### config.mk
export PLATFORM = sky130hd
export DESIGN_NAME = seg_scan_counter
export DESIGN_NICKNAME = d
export VERILOG_FILES = /design/src/rtl/seg_scan_counter.sv
export SDC_FILE = /design/constraint.sdc
export NUM_CORES = 1
export LEC_CHECK = 0
export CAP_MARGIN = 30
export CORE_MARGIN = 1
export CORE_UTILIZATION = 50
export DETAILED_ROUTE_END_ITERATION = 10
export HOLD_SLACK_MARGIN = 0.06
export MAX_ROUTING_LAYER = met4
export PLACE_DENSITY = 0.78
export SYNTH_ARGS = -nofsm -noshare
export SYNTH_HDL_FRONTEND = slang
export SYNTH_SLANG_ARGS = --single-unit
export TNS_END_PERCENT = 30
### constraint.sdc
create_clock -name clock -period 2.8 [get_ports clock]
set_clock_uncertainty 0.05 [all_clocks]
set_input_delay 0.42 -clock clock [delete_from_list [all_inputs] [get_ports clock]]
set_output_delay 0.42 -clock clock [all_outputs]
set_load 0.05 [all_outputs]
### src/rtl/seg_scan_counter.sv
// Multi-digit hex/BCD up/down counter with a multiplexed 7-segment scan output.
// Count, carry, segment pattern and digit strobe are all registered.
module seg_scan_counter #(
    parameter int unsigned DIGITS   = 4,
    parameter int unsigned SCAN_DIV = 4,
    parameter int unsigned BCD      = 0
) (
    input  logic                  clock,
    input  logic                  reset_n,
    input  logic                  en,
    input  logic                  up,
    input  logic                  load,
    input  logic [4*DIGITS-1:0]   load_val,
    input  logic                  blank_lz,
    output logic [4*DIGITS-1:0]   count,
    output logic                  carry,
    output logic [6:0]            seg,
    output logic [DIGITS-1:0]     digit_sel
);

    localparam int unsigned CW   = 4 * DIGITS;
    localparam int unsigned PW   = (SCAN_DIV > 1) ? $clog2(SCAN_DIV) : 1;
    localparam int unsigned SW   = (DIGITS > 1) ? $clog2(DIGITS) : 1;
    localparam logic [3:0]  DMAX = (BCD != 0) ? 4'd9 : 4'hf;

    logic [CW-1:0]     count_q, count_d;
    logic              carry_q, carry_d;
    logic [PW-1:0]     presc_q, presc_d;
    logic [SW-1:0]     scan_q, scan_d;
    logic [6:0]        seg_q, seg_d;
    logic [DIGITS-1:0] sel_q, sel_d;

    // Pattern order {g,f,e,d,c,b,a}, active-high
    function automatic logic [6:0] decode(input logic [3:0] d);
        logic [6:0] s;
        case (d)
            4'h0: s = 7'h3f;
            4'h1: s = 7'h06;
            4'h2: s = 7'h5b;
            4'h3: s = 7'h4f;
            4'h4: s = 7'h66;
            4'h5: s = 7'h6d;
            4'h6: s = 7'h7d;
            4'h7: s = 7'h07;
            4'h8: s = 7'h7f;
            4'h9: s = 7'h6f;
            4'ha: s = 7'h77;
            4'hb: s = 7'h7c;
            4'hc: s = 7'h39;
            4'hd: s = 7'h5e;
            4'he: s = 7'h79;
            default: s = 7'h71;
        endcase
        return s;
    endfunction

    // Counter next state: load beats enable; ripple runs through every digit in one cycle
    logic [3:0] nib;
    logic       rip;
    always_comb begin
        count_d = count_q;
        carry_d = 1'b0;
        nib     = 4'd0;
        rip     = 1'b1;
        if (load) begin
            for (int i = 0; i < int'(DIGITS); i++) begin
                nib = load_val[4*i +: 4];
                if ((BCD != 0) && (nib > 4'd9)) nib = 4'd9;
                count_d[4*i +: 4] = nib;
            end
        end else if (en) begin
            for (int i = 0; i < int'(DIGITS); i++) begin
                nib = count_q[4*i +: 4];
                if (rip) begin
                    if (up) begin
                        if (nib == DMAX) nib = 4'd0;
                        else begin
                            nib = nib + 4'd1;
                            rip = 1'b0;
                        end
                    end else begin
                        if (nib == 4'd0) nib = DMAX;
                        else begin
                            nib = nib - 4'd1;
                            rip = 1'b0;
                        end
                    end
                end
                count_d[4*i +: 4] = nib;
            end
            // Ripple surviving past the top digit means every digit wrapped
            carry_d = rip;
        end
    end

    // Scan prescaler and digit index, free-running regardless of en/load
    always_comb begin
        presc_d = presc_q + PW'(1);
        scan_d  = scan_q;
        if (presc_q == PW'(SCAN_DIV - 1)) begin
            presc_d = '0;
            scan_d  = (scan_q == SW'(DIGITS - 1)) ? '0 : scan_q + SW'(1);
        end
    end

    // Strobe and segment pattern for the digit currently being scanned
    logic [3:0] cur;
    logic       zero_above;
    logic       blank;
    always_comb begin
        sel_d      = '0;
        cur        = 4'd0;
        zero_above = 1'b1;
        blank      = 1'b0;
        // Walk from the top so zero_above covers this digit and all higher ones
        for (int i = int'(DIGITS) - 1; i >= 0; i--) begin
            zero_above = zero_above && (count_q[4*i +: 4] == 4'd0);
            if (SW'(i) == scan_q) begin
                sel_d[i] = 1'b1;
                cur      = count_q[4*i +: 4];
                blank    = blank_lz && zero_above && (i != 0);
            end
        end
        seg_d = blank ? 7'h00 : decode(cur);
    end

    // State registers
    always_ff @(posedge clock or negedge reset_n) begin
        if (!reset_n) begin
            count_q <= '0;
            carry_q <= 1'b0;
            presc_q <= '0;
            scan_q  <= '0;
            seg_q   <= 7'h00;
            sel_q   <= '0;
        end else begin
            count_q <= count_d;
            carry_q <= carry_d;
            presc_q <= presc_d;
            scan_q  <= scan_d;
            seg_q   <= seg_d;
            sel_q   <= sel_d;
        end
    end

    assign count     = count_q;
    assign carry     = carry_q;
    assign seg       = seg_q;
    assign digit_sel = sel_q;

endmodule

==> results.tsv <==
stage	metric	value	unit
status	status	complete, but fails checks	
status	violations	DRC	
synth	synth.most_common_cell	dfrtp_1	
critical_path	worstSetupPathType	reg -> reg	
routing	wire_per_inst	14.8	um
global_route	grt_pass1_vias	1916	
synth	avgSynthCellArea	8.88	um2
critical_path	setup.worst_path.end_class	flip-flop	
layout	fin_nets	360	
place	dp_hpwl	4000	um
routing	vias	2140	
synth	ys_warn_count	0	
synth	synth_top_cell_area_share	0.334	
timing	setup_viol	0	
routing	first_pass_iters	8	
timing	fmax	402	MHz
die	rows	24	
synth	synth_fp_nets	311	
job	maxCapViolations	0	
timing	worst_slew_pin_slew	0.733	ns
routing	detail-route-antenna-nets	0	
critical_path	critical_path_required	2.93	ns
global_route	track_usage	0.233	
timing	timing.final.crit_period	2.49	ns
worst_hold_path	hold_path.class	reg -> reg	
synth	yosysTopAreaCell	dfrtp_1	
synth	synth_area	2400	um2
synth	synth-compound-area-share	0.215	
timing	fin_crit_sh	0.888	
synth	synth_common_cells	32 x dfrtp_1, 24 x a21oi_1, 23 x nand2_1	
timing	rsz0062_at_grt	no	
global_route	grt_overflow	0	
layout	fin_cells	372	
timing	fin_setup_tns	0	ns
clock_tree	cts.sinks	32	
synth	dominantRegCellSynth	dfrtp_1	
global_route	grt_pass1_wl	9060	um
power_and_ir_drop	peakVddDrop	0.307	mV
global_route	grt_max_degree	33	
critical_path	start_kind	flip-flop	
clock_tree	cts_tree	built	
synth	async_flop_share	1.00	
timing	slew_headroom	0.510	
die	core_region_area	4470	um2
synth	yosysSeqAreaShare	0.334	
die	initial_core_util	0.536	
clock_tree	cts_buffer_depth	2	
clock_tree	cts_buffers	5	
synth	syn_inst	270	
global_route	grt_antenna_before_repair	0	
layout	diodes	0	
timing	hold_viol_final	0	
timing	slew_viol_final	0	
clock_tree	path_clk_slew	0.07	ns
clock_tree	cts-root-buf	clkbuf_8	
routing	wl	5500	um
critical_path	crit_arrival	2.61	ns
timing	worst_hold_slack	0.383	ns
clock_tree	worstSkewPairLatency	0.29	ns
place	place_inst	364	
clock_tree	htree_levels	2	
place	io_buffers	49	
place	gp_congestion	0.822	
synth	synth-simple-area-share	0.196	
routing	drt-vias-per-instance	5.75	
die	die-width	71.3	um
layout	stdcell_area	3020	um2
place	dpl_cell_area	2910	um2
die	io_pins	50	
layout	area_growth	26.0	%
die	die_area	5080	um2
layout	drive_above_1_share	0.100	
synth	synth_edf_count	0	
synth	synth_top_family_by_area	compound AO/OA/AOI/OAI gates	
power_and_ir_drop	powerDensity	524	nW/um2
clock_tree	cts_setup_buffers	0	
die	dieHeight	71.3	um
routing	drc	7	
synth	synth-seq-cells	32	
routing	first_iter_violations	155	
synth	synthAdderAreaFrac	0.0991	
synth	ys_types	58	
power_and_ir_drop	finalPower	1.58	mW
synth	yosys.area_share.xor_xnor	0.0329	
synth	synth_mux_area_frac	0.0516	
power_and_ir_drop	p_leak	1.30	nW
critical_path	crit_fanout	11	
synth	synth_area_leaders	dfrtp_1 33%, ha_1 9.9%, a21oi_1 5.0%	
-- metrics by stage --
stage	utilization	setup slack, ns
final	0.676	0.314
after global routing	0.676	0.0830
after CTS	0.674	0.184
after detailed placement	0.650	0.218
after global placement	0.650	0.275
after floorplan	-	0.512
-- logic make-up after synthesis --
group | after synthesis
fa+ha+maj | 19
buf+inv | 33
simple gates | 86
xor+xnor | 9
mux | 12
compound gates | 79
flops | 32
-- critical path, cell delays in order (launching register included) --
cell       delay, ns
dfrtp_1         0.38
inv_1           0.10
ha_2            0.27
a21oi_1         0.14
o31ai_1         0.10
a22oi_2         0.31
inv_1           0.15
ha_1            0.31
o21ai_0         0.12
a21boi_0        0.14
a2111oi_2       0.29
-- cell type report --
type | count | area [um2]
Timing Repair Buffer | 56 | 543
Sequential cell | 32 | 801
Tap cell | 52 | 65.1
Inverter | 19 | 71.3
Fill cell | 396 | 1450
Multi-Input combinational cell | 205 | 1430
Clock buffer | 5 | 68.8
Clock inverter | 3 | 42.5
-- timing repair --
action / CTS / global route
hold buffers: 0 / 0
setup endpoints to repair: 0 / 1
resized for setup: 0 / 2
-- cells in the final DEF (no fill, tap or decap), types with 2 or more instances in the layout --
cell	n
a211oi_1	3
nor2_1	19
clkdlybuf4s50_1	49
nor2b_1	3
a21oi_1	24
nand4_1	2
nor4b_1	2
nand2b_1	3
o31ai_1	5
or4_1	2
nor4b_2	2
o21ai_1	11
mux2i_1	9
clkbuf_8	5
ha_2	2
a221oi_1	2
nor3_1	7
and4_1	2
dfrtp_1	32
and3_1	4
ha_1	17
o21ai_0	13
buf_4	7
o21a_1	3
mux2_2	3
nand3_1	9
nand2_1	23
inv_1	18
xnor2_1	5
xor2_1	4
o21bai_1	2
-- sequential cells by signal, indices dropped and copies added, names as in the netlist --
| register | count |
|---|---|
| count | 16 |
| seg | 7 |
| digit_sel | 4 |
| presc_q | 2 |
| scan_q | 2 |
| carry | 1 |
-- report_power, final --
part / switching [mW] / internal (mW)
logic: 0.339 / 0.228
clock network: 0.183 / 0.263
registers: 0.0631 / 0.506
total: 0.586 / 0.997
-- per-layer routing --
metal	share of wire	global-route usage	routed length, um	vias to the layer above
li1	-	-	-	1065
met4	0.017	0.0844	93	0
met5	0	-	0	-
met1	0.47	0.302	2570	991
met3	0.054	0.0436	298	11
met2	0.46	0.364	2530	73
-- path summary, 6_finish.rpt --
kind                       slack (ns)    endpoint  cells after the start        from
setup / recovery                 0.31      seg[0]                     10   scan_q[0]
hold / removal                   0.38  presc_q[0]                      1  presc_q[0]
setup reg to reg                 0.31      seg[0]                     10   scan_q[0]
hold reg to reg                  0.38  presc_q[0]                      1  presc_q[0]
max in group asynchronous        1.93      seg[4]                      2     reset_n
min in group asynchronous        0.48   count[10]                      2     reset_n
No activity file was read; power rests on OpenSTA's default activity.
